<file path="config.mk">
export PLATFORM = sky130hd
export DESIGN_NAME = intr_controller_flat
export DESIGN_NICKNAME = d
export VERILOG_FILES = /design/src/rtl/intr_controller_if.sv /design/src/rtl/intr_controller.sv /design/src/flat_wrapper.sv
export SDC_FILE = /design/constraint.sdc
export NUM_CORES = 1
export LEC_CHECK = 0
export BUFFER_PORTS_ARGS = -buffer_cell sky130_fd_sc_hd__buf_2
export CAP_MARGIN = 10
export CORE_MARGIN = 1.5
export CORE_UTILIZATION = 48
export CTS_CLUSTER_DIAMETER = 200
export DETAILED_ROUTE_END_ITERATION = 8
export HOLD_SLACK_MARGIN = 0.15
export PLACE_DENSITY = 0.73
export SLEW_MARGIN = 20
export SYNTH_ARGS = -nofsm -noshare
export SYNTH_HDL_FRONTEND = slang
export SYNTH_SLANG_ARGS = --single-unit
</file>
<file path="constraint.sdc">
create_clock -name Clk -period 2.5 [get_ports Clk]
set_clock_uncertainty 0.15 [all_clocks]
set_input_delay 0.25 -clock Clk [delete_from_list [all_inputs] [get_ports Clk]]
set_output_delay 0.25 -clock Clk [all_outputs]
set_load 0.1 [all_outputs]
</file>
<file path="src/rtl/intr_controller_if.sv">
// CPU-side bus of the interrupt controller: the intr/inta handshake,
// the acknowledged vector, and the MASK/EOI/SWTRIG register port.
interface intr_controller_if #(
  parameter int N_SRC = 8,
  parameter int VEC_W = 8
);
  logic             intr;
  logic             inta;
  logic [VEC_W-1:0] vector;
  logic             vec_valid;
  logic             wr_en;
  logic [1:0]       wr_addr;
  logic [N_SRC-1:0] wr_data;
  logic [1:0]       rd_addr;
  logic [N_SRC-1:0] rd_data;

  modport master (
    input  intr, vector, vec_valid, rd_data,
    output inta, wr_en, wr_addr, wr_data, rd_addr
  );

  modport slave (
    output intr, vector, vec_valid, rd_data,
    input  inta, wr_en, wr_addr, wr_data, rd_addr
  );
endinterface

</file>
<file path="src/rtl/intr_controller.sv">
// Prioritised, maskable, edge-latched interrupt controller (source 0 highest).
// Define NESTED_INTR_EN to let a higher-priority source pre-empt one in service.
module intr_controller #(
  parameter int               N_SRC    = 8,
  parameter int               VEC_W    = 8,
  parameter logic [VEC_W-1:0] VEC_BASE = VEC_W'(8'h20)
) (
  input  logic             Clk,
  input  logic             Clrn,
  input  logic [N_SRC-1:0] irq,
  intr_controller_if.slave bus
);

  localparam int IW = (N_SRC > 1) ? $clog2(N_SRC) : 1;

  localparam logic [1:0] IDLE = 2'd0;
  localparam logic [1:0] REQ  = 2'd1;
  localparam logic [1:0] SERV = 2'd2;

`ifdef NESTED_INTR_EN
  localparam bit NESTED = 1'b1;
`else
  localparam bit NESTED = 1'b0;
`endif

  function automatic logic [IW-1:0] low_idx(
    input logic [N_SRC-1:0] v
  );
    low_idx = '0;
    for (int i = N_SRC - 1; i >= 0; i--)
      if (v[i]) low_idx = IW'(i);
  endfunction

  logic [1:0]       state, state_n;
  logic [N_SRC-1:0] mask, pend, inserv, irq_d;
  logic [N_SRC-1:0] pend_n, inserv_n;
  logic [N_SRC-1:0] rise, elig, sw_set, eoi_clr;
  logic [N_SRC-1:0] ack_hot, one;
  logic [IW-1:0]    win, svc_low;
  logic             wr_mask, req_ok, ack;
  logic             intr_q, vv_q;
  logic [VEC_W-1:0] vec_q;

  assign one     = N_SRC'(1);
  assign rise    = irq & ~irq_d;
  assign wr_mask = bus.wr_en && (bus.wr_addr == 2'd0);
  assign eoi_clr = (bus.wr_en && bus.wr_addr == 2'd1)
                   ? bus.wr_data : '0;
  assign sw_set  = (bus.wr_en && bus.wr_addr == 2'd2)
                   ? bus.wr_data : '0;

  assign elig    = pend & ~mask;
  assign win     = low_idx(elig);
  assign svc_low = low_idx(inserv);

  // A request is only worth raising if nothing is in service, or
  // (nested builds) it strictly outranks everything in service.
  assign req_ok = (|elig) &&
                  ((inserv == '0) || (NESTED && (win < svc_low)));

  assign ack     = (state == REQ) && bus.inta && req_ok;
  assign ack_hot = ack ? (one << win) : '0;

  // Set wins over same-cycle ack clear; ack set wins over same-cycle EOI.
  assign pend_n   = (pend & ~ack_hot) | rise | sw_set;
  assign inserv_n = (inserv & ~eoi_clr) | ack_hot;

  always_comb begin
    state_n = state;
    unique case (state)
      IDLE: if (req_ok) state_n = REQ;
      REQ: begin
        if (ack)
          state_n = SERV;
        else if (!req_ok)
          state_n = (inserv != '0) ? SERV : IDLE;
      end
      SERV: begin
        if (inserv == '0)
          state_n = IDLE;
        else if (req_ok)
          state_n = REQ;
      end
      default: state_n = IDLE;
    endcase
  end

  always_ff @(posedge Clk or negedge Clrn) begin
    if (!Clrn) begin
      state  <= IDLE;
      mask   <= '1;
      pend   <= '0;
      inserv <= '0;
      irq_d  <= '0;
      intr_q <= 1'b0;
      vv_q   <= 1'b0;
      vec_q  <= '0;
    end else begin
      state  <= state_n;
      pend   <= pend_n;
      inserv <= inserv_n;
      irq_d  <= irq;
      intr_q <= (state_n == REQ);
      vv_q   <= ack;
      if (wr_mask) mask <= bus.wr_data;
      if (ack) vec_q <= VEC_BASE + VEC_W'(win);
    end
  end

  assign bus.intr      = intr_q;
  assign bus.vec_valid = vv_q;
  assign bus.vector    = vec_q;

  always_comb begin
    bus.rd_data = '0;
    unique case (bus.rd_addr)
      2'd0:    bus.rd_data = mask;
      2'd1:    bus.rd_data = inserv;
      2'd2:    bus.rd_data = pend;
      default: bus.rd_data = '0;
    endcase
  end

endmodule
</file>
<file path="src/flat_wrapper.sv">
// flat-port wrapper written by rule: the top's interface ports become plain ports
module intr_controller_flat 
#(
  parameter int               N_SRC    = 8,
  parameter int               VEC_W    = 8,
  parameter logic [VEC_W-1:0] VEC_BASE = VEC_W'(8'h20)
)
  (Clk, Clrn, irq, bus_intr, bus_vector, bus_vec_valid, bus_rd_data, bus_inta, bus_wr_en, bus_wr_addr, bus_wr_data, bus_rd_addr);
  intr_controller_if #(.N_SRC(N_SRC), .VEC_W(VEC_W)) bus_i ();
  input  logic Clk;
  input  logic Clrn;
  input  logic [N_SRC-1:0] irq;
  output wire logic [$bits(bus_i.intr)-1:0] bus_intr;
  output wire logic [$bits(bus_i.vector)-1:0] bus_vector;
  output wire logic [$bits(bus_i.vec_valid)-1:0] bus_vec_valid;
  output wire logic [$bits(bus_i.rd_data)-1:0] bus_rd_data;
  input wire logic [$bits(bus_i.inta)-1:0] bus_inta;
  input wire logic [$bits(bus_i.wr_en)-1:0] bus_wr_en;
  input wire logic [$bits(bus_i.wr_addr)-1:0] bus_wr_addr;
  input wire logic [$bits(bus_i.wr_data)-1:0] bus_wr_data;
  input wire logic [$bits(bus_i.rd_addr)-1:0] bus_rd_addr;
  assign bus_intr = bus_i.intr;
  assign bus_vector = bus_i.vector;
  assign bus_vec_valid = bus_i.vec_valid;
  assign bus_rd_data = bus_i.rd_data;
  assign bus_i.inta = bus_inta;
  assign bus_i.wr_en = bus_wr_en;
  assign bus_i.wr_addr = bus_wr_addr;
  assign bus_i.wr_data = bus_wr_data;
  assign bus_i.rd_addr = bus_rd_addr;
  intr_controller #(.N_SRC(N_SRC), .VEC_W(VEC_W), .VEC_BASE(VEC_BASE)) u_core (.Clk(Clk), .Clrn(Clrn), .irq(irq), .bus(bus_i));
endmodule
</file>
# After elaboration in Yosys (flattened, before gate mapping)
# Cells that the tools add are included.
# op_classes
n_shift	1
mux	18
n_eq_ne	7
reduce_logical	12
mul	0
div	0
magnitude_cmp	0
addsub	1
n_bitwise	11
# ops
operator	count
$and A8 B8 Y8	4
$not A8 Y8	4
$mux W3	8
$mux W8	3
$or A8 B8 Y8	3
$pmux W8 S3	1
$mux W2	5
$eq A2 B1 Y1 const B	4
$logic_not A8 Y1	1
$reduce_bool A8 Y1	1
$reduce_or A8 Y1	1
$shl A1 B3 Y8 const A	1
$add A6 B3 Y7 const A	1
$eq A2 B2 Y1 const B	3
$logic_and A1 B1 Y1	6
$logic_not A2 Y1	3
$pmux W2 S3	1
# totals
word_cells	58
ramBits	0
n_memories	0
mem_bits_ro	0
latchBits	0
ff_bits	44
output_inout_bits	18

# Depth between registers and ports, before layout
# Gate-level depths: netlist (run 1).
# logic_depth
ltp_word	16
depth_mapped	6

# Worst setup path after synthesis (run 1)
# No wires, ideal clock.
# synth_timing
path_kind	input port to output port
from	in bus_rd_addr[1]
to	out bus_rd_data[0]
arrival_ps	2876
cell_stages	3
required_time_ps	2100
slack_ps	-776
path_cell_list	clkbuf_1 mux2i_1 o21ai_0
# synth_between
elab_chain_len	2
elab_cells_between_ends	4
classes_between	eq/ne (2); mux (1); reduce/logical (1)
# synth_lines
element	line	text
from (decl)	flat_wrapper.sv:21	input wire logic [$bits(bus_i.rd_addr)-1:0] bus_rd_addr;
$eq A2 B2 Y1 (tied with other cells)	intr_controller.sv:116	unique case (bus.rd_addr)
$pmux W8 S3 (*)	intr_controller.sv:116	
to (decl)	flat_wrapper.sv:16	output wire logic [$bits(bus_i.rd_data)-1:0] bus_rd_data;
# Mark *: on every way between the ends. The rest lies on a longest branch, timed or not.

# Worst setup path in the final report (run 1)
# layout_timing
from	reg u_core.mask[6]
to	reg u_core.pend[3]
# layout_between
elab_chain_len	15
elab_cells_between_ends	18
classes_between	shift (1); mux (8); bitwise (6); reduce/logical (3)
# layout_lines
element	line	text
from (decl)	intr_controller.sv:35	logic [N_SRC-1:0] mask, pend, inserv, irq_d;
from (signal assigned)	intr_controller.sv:105	if (wr_mask) mask <= bus.wr_data;
$not A8 Y8 (*)	intr_controller.sv:52	assign elig = pend & ~mask;
$and A8 B8 Y8 (*)	intr_controller.sv:52	
$mux W3 (7 in series)	intr_controller.sv:31	if (v[i]) low_idx = IW'(i);
$shl A1 B3 Y8	intr_controller.sv:62	assign ack_hot = ack ? (one << win) : '0;
$mux W8 (*)	intr_controller.sv:62	
$not A8 Y8 (*)	intr_controller.sv:65	assign pend_n = (pend & ~ack_hot) | rise | sw_set;
$and A8 B8 Y8 (*)	intr_controller.sv:65	
$or A8 B8 Y8 (*) (2 in series)	intr_controller.sv:65	
net u_core.pend_n[3]	intr_controller.sv:36	logic [N_SRC-1:0] pend_n, inserv_n;
to (signal assigned)	intr_controller.sv:100	pend <= pend_n;
to (decl)	intr_controller.sv:35	
# Mark *: on every way through the listed nets, which the timed path passes. The rest lies on a longest branch.
# A chain may end at the register's enable or synchronous reset.

==> key figures, run 1 <==
Finish
  • Final Core Density: 69.6%
  • Commonest non-fill, non-tap cell in the layout: nand2_1
  • Nets: 271
  • Area grow syn2layout: 37.2%
  • Antenna Cells: 0
  • Layout cells sized above 1: 31.0%
  • Most frequent cells in the layout: 39 x nand2_1, 32 x dfrtp_1, 29 x buf_2, 18 x dlygate4sd3_1, 16 x nor2b_1

GRT
  • Global Route Usage Sum: 22.6%
  • Remaining global-route overflow: 0
  • First-pass GRT wire length: 7250 um
  • Largest net degree at the start of global routing: 41
  • Initial antenna violation count: 0
  • Vias in the first global route: 1,600

Placement
  • HPWL after DPL: 2970 um
  • Buffers added on ports: 37
  • Pre-CTS setup slack: 0.0973 ns
  • Gpl congestion: 0.936

Timing
  • Final Hold Fails: 0
  • Final hold slack: 0.277 ns
  • Fin crit period: 2.43 ns
  • Max-slew violations: 0
  • RSZ-0062 raised after global routing: false
  • Slew Limit Headroom: 40.9%
  • Worst-margin pin slew: 0.887 ns
  • Period utilization: 97.4%
  • Final setup margin: 0.0660 ns
  • Final total negative setup slack: 0 ns
  • Final setup viols: 0
  • Peak Freq: 411 MHz

Setup path
  • Worst R2R Path Depth: 5
  • CP startpoint kind: flip-flop
  • Reg-to-Reg End: u_core.pend[3]$_DFF_PN0_
  • Slowest cell on crit path: dfstp_2
  • CP Capture Type: flip-flop
  • Worst path max stage delay: 0.57 ns
  • Reg2reg setup slack: 0.07 ns
  • Crit path kind: flip-flop to flip-flop
  • Critical-path cell list: nor2b_4 -> o311a_1 -> or4_4 -> or3b_1 -> a221o_1
  • CP Data Arrival Time: 2.47 ns
  • Crit Path Max Fanout: 4
  • FF-to-FF Start: u_core.mask[6]$_DFFE_PN1P_
  • CP required: 2.54 ns

CTS
  • Clk root buf: clkbuf_8
  • Cts bufs inserted: 5
  • CTS tree: yes
  • Reg clk slew, reported paths: 0.08 ns
  • H-tree Lvls: 2
  • Clk_lat worst skew: 0.30 ns
  • Clock Sinks: 40
  • Clk buf depth: 2

Logic synthesis
  • Yosys top cell area share: 42.2%
  • Post-Syn Area: 0.00190 mm2
  • Register area share after synthesis: 53.2%
  • Post-Syn Instances: 186
  • Synth Flop Type: dfrtp_1
  • Ys Warns: 0
  • Post-synth EDFFs: 0
  • Area leader, netlist: dfrtp_1
  • Synthesized area per cell: 10.2 um2
  • Yosys cell types: 33
  • Post-synthesis async set-or-reset flop share: 100%
  • Synth area leaders: dfrtp_1 42%, dfstp_2 11%, nand2_1 7.7%
  • Seq cells post-synth: 40

Worst hold path
  • Hold Crit Start: bus_wr_addr[1]
  • Worst Hold End: u_core.inserv[5]$_DFF_PN0_
  • Worst Hold Class: primary input to flip-flop
  • Hold path cells: 5

Floorplan
  • Die Area: 0.00434 mm2
  • Height of the die: 65.9 um
  • # rows: 22
  • Io pins: 42
  • Core ar.: 0.00374 mm2
  • DIE WIDTH: 65.9 um
  • Initial Utilization: 50.7%

Detailed routing
  • Final WL: 4370 um
  • Via count: 1,591
  • Routed vias/inst: 5.38
  • Routed len/inst: 14.8 um
  • Post-route ant nets: 0
  • Drt pass-1 iters: 4
  • Iter 0 DRT Violations: 96
  • # DRC: 0

Status
  • Outcome: finished clean

Pwr
  • Peak VDD IR: 568 uV
  • LEAKAGE: 1.17 nW
  • Power density over the cells: 978 mW/mm2
  • Total chip power: 2.55 mW

Flow run
  • Maxcap violations: 0
[worst max-delay path by stage]
stage	startpoint	to	slack (ns)	cells after the start
6_report	u_core.mask[6]$_DFFE_PN1P_	u_core.pend[3]$_DFF_PN0_	0.07	5
3_5_place_dp	u_core.mask[6]$_DFFE_PN1P_	u_core.pend[3]$_DFF_PN0_	0.1	5
5_1_grt	u_core.mask[6]$_DFFE_PN1P_	u_core.pend[3]$_DFF_PN0_	0.02	5
4_1_cts	u_core.mask[6]$_DFFE_PN1P_	u_core.pend[3]$_DFF_PN0_	0.08	5
3_3_place_gp	u_core.mask[6]$_DFFE_PN1P_	u_core.pend[3]$_DFF_PN0_	0.15	5
2_1_floorplan	u_core.mask[6]$_DFFE_PN1P_	u_core.pend[3]$_DFF_PN0_	0.18	5
[critical path: cells and delay by family, from the launching register on]
family,cells,cell delay [ns]
compound gates,2,0.61
flops,1,0.57
simple gates,3,0.99
[metal layers]
metal	global-route usage [%]	share of wire, %
met1	30.1	47
met2	34.7	46
met3	6.13	4.7
met4	9.38	2.1
met5	0	0
[state kept, by name, indices dropped and copies added, names as in the netlist]
name and cells:
u_core.mask 8, u_core.bus.vector 4, u_core.irq_d 8, u_core.inserv 8, u_core.bus.intr 1, u_core.bus.vec_valid 1
u_core.state 2, u_core.pend 8
[cell usage after synthesis (2+ instances only)]
cell / number
nand2b_1: 6
mux2_2: 8
a21oi_1: 6
nor2b_1: 16
dfrtp_1: 32
a221o_1: 6
nand2_1: 39
nor2_1: 7
nand3_1: 5
a2111oi_0: 2
mux2i_1: 8
clkbuf_1: 3
dfstp_2: 8
o21ai_0: 17
buf_4: 4
nor4_1: 2
[through the flow]
| step | area [um2] | cells |
|---|---|---|
| floorplan | 1940 | 189 |
| global placement | 2290 | 270 |
| detailed placement | 2290 | 270 |
| CTS | 2600 | 296 |
| global route | 2610 | 296 |
| finish | 2610 | 296 |
[cells by family after synthesis]
family,after synthesis,share of synthesized area [%]
multiplexers,17,9.55
flip-flops,40,53.2
AND/OR/NAND/NOR,87,23.7
AO/OA/AOI/OAI,32,10.7
other,1,0.197
buffers and inverters,9,2.63
[what timing repair did]
item,in CTS,in global routing
hold endpoints to repair,67,0
setup endpoints to repair,0,1
gates resized for setup,0,1
buffers inserted,0,0
hold buffers,18,0
[power by group]
group          total (mW)  switching (mW)  internal, mW
Sequential          0.894          0.0955         0.798
Clock               0.580           0.227         0.352
Combinational        1.08           0.770         0.305
Total                2.55            1.09          1.46
[cell type report]
class	instances	area, um2
inverter	1	3.75
clock buffer	7	96.3
fill	284	1140
clock inverter	1	30.0
timing repair buffer	59	515
tap	48	60.1
sequential	40	1010
multi-input combinational	140	888
No activity file was read; power rests on OpenSTA's default activity.
==> inputs of run 2 (changes only) <==
Settings changed: REMOVE_ABC_BUFFERS set to 1, TNS_END_PERCENT set to 1.
==> run 2 against run 1 <==
Against the previous run:
- power fell by 9.6%
- critical path depth stayed put
- first-iteration DRC count is 21% lower
- setup slack better by 0.016 ns
- fmax rose by 0.66%
- core utilization fell by 5.2 points
- largest cell class unchanged
- sequential power about the same
- sequential cell count did not move
- clock power down 25%
- combinational power down 9.5%
- global-route usage down 0.12 points
==> key figures, run 2 (synthesized netlist as in run 1, its figures left out) <==
Finish
  • Post-Layout Cell Count: 295 (was 296)
  • Fillers: 329 (was 284)
  • Post-route cell area: 0.00241 mm2 (was 0.00261 mm2)
  • Area of the multi-input gates: 858 um2 (was 888 um2)
  • Area grow syn2layout: 26.9% (was 37.2%)
  • Antenna Cells: 0 (unchanged)
  • Nets: 270 (was 271)
  • Commonest non-fill, non-tap cell in the layout: nand2_1 (unchanged)
  • Layout cells sized above 1: 26.7% (was 31.0%)
  • Sequential Area: 0.00101 mm2 (unchanged)
  • Most frequent cells in the layout: 39 x nand2_1, 37 x buf_2, 32 x dfrtp_1, 18 x dlygate4sd3_1, 17 x o21ai_0 (was 39 x nand2_1, 32 x dfrtp_1, 29 x buf_2, 18 x dlygate4sd3_1, 16 x nor2b_1)

GRT
  • GRT Max-Usage Layer: met2 (unchanged)
  • First-pass GRT wire length: 7270 um (was 7250 um)
  • Largest net degree at the start of global routing: 41 (unchanged)
  • Initial antenna violation count: 0 (unchanged)
  • Remaining global-route overflow: 0 (unchanged)
  • M2 GR Usage: 34.2% (was 34.7%)
  • Vias in the first global route: 1,588 (was 1,600)
  • Met3 GRT Util: 4.94% (was 6.13%)
  • GR Util met1: 30.9% (was 30.1%)
  • Global Route Usage Sum: 22.5% (was 22.6%)

Setup path
  • Crit Path Max Fanout: 4 (unchanged)
  • Setup crit start: u_core.mask[6]$_DFFE_PN1P_ (unchanged)
  • Worst Path Buf+Inv: 0 (unchanged)
  • Top Family by Delay on Critical Path: simple AND/OR/NAND/NOR gates (unchanged)
  • Worst R2R Path Depth: 5 (unchanged)
  • CP Capture Type: flip-flop (unchanged)
  • Crit path kind: flip-flop to flip-flop (unchanged)
  • Reg-to-Reg End: u_core.pend[3]$_DFF_PN0_ (unchanged)
  • Slowest cell on crit path: dfstp_2 (unchanged)
  • CP Data Arrival Time: 2.45 ns (was 2.47 ns)
  • Reg2reg setup slack: 0.08 ns (was 0.07 ns)
  • Critical-path cell list: nor2b_4 -> o311a_1 -> or4_4 -> or3b_1 -> a221o_1 (unchanged)
  • Worst path max stage delay: 0.57 ns (about the same)
  • CP required: 2.53 ns (was 2.54 ns)
  • FF-to-FF Start: u_core.mask[6]$_DFFE_PN1P_ (unchanged)
  • Critical Path Sink: u_core.pend[3]$_DFF_PN0_ (unchanged)
  • CP startpoint kind: flip-flop (unchanged)
  • Cell count along the critical path: 5 (unchanged)

Pwr
  • Clk pwr share: 18.8% (was 22.7%)
  • P_int: 1.26 mW (was 1.46 mW)
  • Peak VDD IR: 570 uV (was 568 uV)
  • Sw frac: 45.3% (was 42.9%)
  • LEAKAGE: 1.09 nW (was 1.17 nW)
  • Sequential share of power: 38.8% (was 35.1%)
  • Total chip power: 2.30 mW (was 2.55 mW)
  • Psw: 1.04 mW (was 1.09 mW)
  • Power density over the cells: 956 mW/mm2 (was 978 mW/mm2)
  • Power share of the combinational group: 42.4% (was 42.2%)

Floorplan
  • # rows: 22 (unchanged)
  • Initial Utilization: 50.7% (unchanged)
  • Io pins: 42 (unchanged)
  • Height of the die: 65.9 um (unchanged)
  • Die Area: 0.00434 mm2 (unchanged)
  • Core ar.: 0.00374 mm2 (unchanged)
  • DIE WIDTH: 65.9 um (unchanged)

Timing
  • Final setup margin: 0.0821 ns (was 0.0660 ns)
  • Peak Freq: 414 MHz (was 411 MHz)
  • Max-slew violations: 0 (unchanged)
  • Final Hold Fails: 0 (unchanged)
  • Fin crit period: 2.42 ns (was 2.43 ns)
  • Period utilization: 96.7% (was 97.4%)
  • Final hold slack: 0.303 ns (was 0.277 ns)
  • Slew Limit Headroom: 42.7% (was 40.9%)
  • RSZ-0062 raised after global routing: false (unchanged)
  • Worst-margin pin slew: 0.859 ns (was 0.887 ns)
  • Final setup viols: 0 (unchanged)

Status
  • Outcome: finished clean (unchanged)

CTS
  • CTS tree: yes (unchanged)
  • Clk_lat worst skew: 0.29 ns (was 0.30 ns)
  • Clk buf depth: 2 (unchanged)
  • H-tree Lvls: 2 (unchanged)
  • Clock Sinks: 40 (unchanged)
  • Clk root buf: clkbuf_8 (unchanged)
  • Cts bufs inserted: 5 (unchanged)
  • Reg clk slew, reported paths: 0.07 ns (was 0.08 ns)

Detailed routing
  • Iter 0 DRT Violations: 76 (was 96)
  • Final WL: 4290 um (was 4370 um)
  • Drt pass-1 iters: 4 (unchanged)
  • Post-route ant nets: 0 (unchanged)
  • # DRC: 0 (unchanged)
  • Routed vias/inst: 5.43 (was 5.38)
  • Routed len/inst: 14.5 um (was 14.8 um)
  • Via count: 1,602 (was 1,591)

Flow run
  • Maxcap violations: 0 (unchanged)

Placement
  • Placed instance count: 269 (was 270)
  • Buffers added on ports: 37 (unchanged)
  • Pre-CTS setup slack: 0.104 ns (was 0.0973 ns)
  • Dpl cell area: 0.00213 mm2 (was 0.00229 mm2)
  • HPWL after DPL: 2980 um (was 2970 um)
  • Gpl congestion: 0.978 (was 0.936)

Worst hold path
  • Hold path cells: 5 (unchanged)
  • Worst Hold Class: primary input to flip-flop (unchanged)
-- run 2: changes by cell type in the layout (fill, tap and decap cells not counted) --
cell,before,now
buf_12,8,0
buf_2,29,37
buf_4,4,3
bufinv_16,1,0
clkbuf_1,0,2
clkbuf_8,7,6
o21ai_0,9,17
o21ai_2,8,0
-- run 2: cell type report --
| type | instances | share of cell area, % |
|---|---|---|
| Tap cell | 48 | 2.49 |
| Inverter | 1 | 0.156 |
| Multi-Input combinational cell | 140 | 35.6 |
| Clock buffer | 8 | 3.74 |
| Sequential cell | 40 | 41.9 |
| Timing Repair Buffer | 58 | 16.1 |
-- run 2: how the worst min path moves through the flow --
stage | from | to | slack, ns
floorplan | Clrn | u_core.bus.intr$_DFF_PN0_ | -0.20
global placement | irq[1] | u_core.irq_d[1]$_DFF_PN0_ | 0.22
detailed placement | irq[1] | u_core.irq_d[1]$_DFF_PN0_ | 0.22
CTS | bus_wr_addr[1] | u_core.inserv[3]$_DFF_PN0_ | 0.29
global route | bus_wr_addr[1] | u_core.inserv[7]$_DFF_PN0_ | 0.34
finish | bus_wr_addr[1] | u_core.inserv[3]$_DFF_PN0_ | 0.30
-- run 2: repair_timing --
item                                    4_1_cts  5_1_grt
endpoints found under the setup margin        0        1
setup buffers                                 0        0
gates resized for setup                       0        1
hold endpoints to repair                     67        0
hold buffers                                 18        0
-- run 2: power by group through the flow --
stage          combinational (mW)  sequential [mW]  clock, mW
4_1_cts                     0.972            0.892      0.442
5_1_grt                      1.05            0.917      0.465
2_1_floorplan               0.471             1.19          0
3_3_place_gp                0.943            0.901          0
6_report                    0.977            0.894      0.434
3_5_place_dp                0.951            0.902          0
-- run 2: metal layers --
| layer | routed length, um | share of wire, % |
|---|---|---|
| met1 | 1940 | 45 |
| met2 | 2050 | 48 |
| met3 | 212 | 4.9 |
| met4 | 75 | 1.7 |
| met5 | 0 | 0 |
-- run 2: worst register-to-register path: stages, from the launching register on --
cell and delay (ns):
dfstp_2 0.57, nor2b_4 0.06, o311a_1 0.30, or4_4 0.51, or3b_1 0.42, a221o_1 0.31
-- run 2: stage by stage --
stage	utilization [%]	setup TNS, ns
final	64.4	0
after global routing	64.4	0
after CTS	64.2	0
after detailed placement	57.0	0
after global placement	57.0	0
after floorplan	-	-4.71
==> inputs of run 3 (changes only) <==
Settings changed: CORE_MARGIN 1.5 to not set, SETUP_SLACK_MARGIN set to 0.3.
==> run 3 against run 2 <==
Against the previous run:
- setup slack better by 0.14 ns
- worst hold slack worse by 0.024 ns
- non-clock buffer count up 3
- global-route usage up 0.60 points
- combinational power about the same
- power up 0.77%
- sequential power up 0.4%
- core utilization up 1.4 points
- clock power down 4%
- sequential cell count unchanged
==> key figures, run 3 (synthesized netlist as in run 1, its figures left out) <==
Status
  • Outcome: finished clean (unchanged)

Timing
  • Peak Freq: 439 MHz (was 414 MHz)
  • Final setup margin: 0.223 ns (was 0.0821 ns)
  • Worst-margin pin slew: 0.871 ns (was 0.859 ns)
  • Final Hold Fails: 0 (unchanged)
  • Slew Limit Headroom: 41.9% (was 42.7%)
  • RSZ-0062 raised after global routing: true (was false)
  • Max-slew violations: 0 (unchanged)
  • Final setup viols: 0 (unchanged)
  • Fin crit period: 2.28 ns (was 2.42 ns)
  • Period utilization: 91.1% (was 96.7%)

Worst hold path
  • Hold Crit Start: bus_wr_addr[1] (unchanged)
  • Worst Hold End: u_core.inserv[6]$_DFF_PN0_ (was u_core.inserv[3]$_DFF_PN0_)
  • Hold path cells: 5 (unchanged)
  • Worst Hold Class: primary input to flip-flop (unchanged)

Detailed routing
  • Drt pass-1 iters: 4 (unchanged)
  • Final WL: 4280 um (was 4290 um)
  • Routed len/inst: 14.3 um (was 14.5 um)
  • Routed vias/inst: 5.23 (was 5.43)
  • Post-route ant nets: 0 (unchanged)
  • # DRC: 0 (unchanged)
  • Iter 0 DRT Violations: 132 (was 76)
  • Via count: 1,558 (was 1,602)

GRT
  • GR Util met1: 32.6% (was 30.9%)
  • First-pass GRT wire length: 7100 um (was 7270 um)
  • Remaining global-route overflow: 0 (unchanged)
  • M2 GR Usage: 34.1% (was 34.2%)
  • Vias in the first global route: 1,465 (was 1,588)
  • Largest net degree at the start of global routing: 41 (unchanged)
  • Initial antenna violation count: 0 (unchanged)
  • Met3 GRT Util: 4.75% (was 4.94%)
  • Global Route Usage Sum: 23.1% (was 22.5%)
  • GRT Max-Usage Layer: met2 (unchanged)

Pwr
  • Power density over the cells: 950 mW/mm2 (was 956 mW/mm2)
  • LEAKAGE: 1.11 nW (was 1.09 nW)
  • Peak VDD IR: 504 uV (was 570 uV)

Setup path
  • FF-to-FF Start: u_core.mask[6]$_DFFE_PN1P_ (unchanged)
  • CP Capture Type: flip-flop (unchanged)
  • Crit path kind: flip-flop to flip-flop (unchanged)
  • Reg2reg setup slack: 0.22 ns (was 0.08 ns)
  • CP required: 2.54 ns (was 2.53 ns)
  • CP Data Arrival Time: 2.32 ns (was 2.45 ns)
  • Worst R2R Path Depth: 5 (unchanged)
  • Worst path max stage delay: 0.56 ns (was 0.57 ns)
  • Slowest cell on crit path: dfstp_2 (unchanged)
  • Reg-to-Reg End: u_core.pend[3]$_DFF_PN0_ (unchanged)
  • Crit Path Max Fanout: 3 (was 4)
  • Critical-path cell list: nor2b_4 -> o311a_1 -> or4_4 -> or3b_4 -> a221o_1 (was nor2b_4 -> o311a_1 -> or4_4 -> or3b_1 -> a221o_1)
  • CP startpoint kind: flip-flop (unchanged)

Placement
  • Gpl congestion: 0.942 (was 0.978)
  • HPWL after DPL: 2980 um (about the same)
  • Dpl cell area: 0.00214 mm2 (was 0.00213 mm2)
  • Pre-CTS setup slack: 0.106 ns (was 0.104 ns)
  • Buffers added on ports: 37 (unchanged)

Finish
  • Nets: 273 (was 270)
  • Commonest non-fill, non-tap cell in the layout: nand2_1 (unchanged)
  • Post-route cell area: 0.00244 mm2 (was 0.00241 mm2)
  • Layout cells sized above 1: 29.2% (was 26.7%)
  • Area grow syn2layout: 28.7% (was 26.9%)
  • Antenna Cells: 0 (unchanged)
  • Most frequent cells in the layout: 39 x nand2_1, 37 x buf_2, 32 x dfrtp_1, 18 x dlygate4sd3_1, 17 x o21ai_0 (unchanged)

CTS
  • Clock Sinks: 40 (unchanged)
  • Clk_lat worst skew: 0.30 ns (was 0.29 ns)
  • Clk root buf: clkbuf_8 (unchanged)
  • H-tree Lvls: 2 (unchanged)
  • Cts bufs inserted: 5 (unchanged)
  • Reg clk slew, reported paths: 0.08 ns (was 0.07 ns)
  • CTS tree: yes (unchanged)
  • Clk buf depth: 2 (unchanged)

Floorplan
  • Initial Utilization: 51.1% (was 50.7%)
  • DIE WIDTH: 64.9 um (was 65.9 um)
  • Die Area: 0.00421 mm2 (was 0.00434 mm2)
  • Io pins: 42 (unchanged)
  • # rows: 22 (unchanged)
  • Core ar.: 0.00372 mm2 (was 0.00374 mm2)
  • Height of the die: 64.9 um (was 65.9 um)

Flow run
  • Maxcap violations: 0 (unchanged)
-- run 3: critical path: cells and delay by family (launching register included) --
family / cells / cell delay, ns
and+or+nand+nor: 3 / 0.86
DFF: 1 / 0.56
AOI/OAI and AO/OA: 2 / 0.59
-- run 3: repair_timing --
| action | CTS | global route |
|---|---|---|
| setup endpoints to repair | 5 | 5 |
| resized for setup | 2 | 3 |
| hold buffers | 18 | 0 |
| setup buffers | 2 | 0 |
| pin swaps | 2 | 0 |
| cloned | 0 | 0 |
| endpoints found under the hold margin | 67 | 0 |
-- run 3: per-stage QoR --
step	power, mW	util (%)	hold slack [ns]	instances	TNS, ns
final	2.32	65.8	0.279	298	0
after detailed placement	1.86	57.6	0.219	270	0
after global placement	1.85	57.6	0.217	270	0
after CTS	2.31	65.4	0.273	298	0
after floorplan	1.66	-	-0.196	181	-4.71
after global routing	2.44	65.8	0.301	298	0
-- run 3: where the power goes --
part | leakage, nW | switching, mW | internal (mW) | total, mW
Combinational | 0.612 | 0.750 | 0.257 | 1.01
Clock | 0.0422 | 0.222 | 0.196 | 0.418
Sequential | 0.455 | 0.0994 | 0.798 | 0.898
Total | 1.11 | 1.07 | 1.25 | 2.32
-- run 3: cell type report --
type	instances	area (um2)
inverter	1	3.75
sequential	40	1010
fill	294	1270
clock buffer	7	76.3
clock inverter	1	5.00
timing repair buffer	61	410
tap	48	60.1
multi-input combinational	140	877
-- run 3: worst max-delay path by stage --
| stage | start | end | slack [ns] | cells past startpoint |
|---|---|---|---|---|
| after floorplan | u_core.mask[6]$_DFFE_PN1P_ | bus_rd_data[6] | -0.61 | 2 |
| after global placement | u_core.mask[6]$_DFFE_PN1P_ | u_core.pend[3]$_DFF_PN0_ | 0.15 | 5 |
| after detailed placement | u_core.mask[6]$_DFFE_PN1P_ | u_core.pend[3]$_DFF_PN0_ | 0.11 | 5 |
| after CTS | u_core.mask[6]$_DFFE_PN1P_ | u_core.pend[3]$_DFF_PN0_ | 0.24 | 5 |
| after global routing | u_core.mask[6]$_DFFE_PN1P_ | u_core.pend[3]$_DFF_PN0_ | 0.15 | 5 |
| final | u_core.mask[6]$_DFFE_PN1P_ | u_core.pend[3]$_DFF_PN0_ | 0.22 | 5 |
-- run 3: layer usage --
| layer | vias to the layer above | share of wire (%) |
|---|---|---|
| li1 | 765 | - |
| met1 | 745 | 48 |
| met2 | 43 | 46 |
| met3 | 5 | 4.8 |
| met4 | 0 | 1.5 |
| met5 | - | 0 |
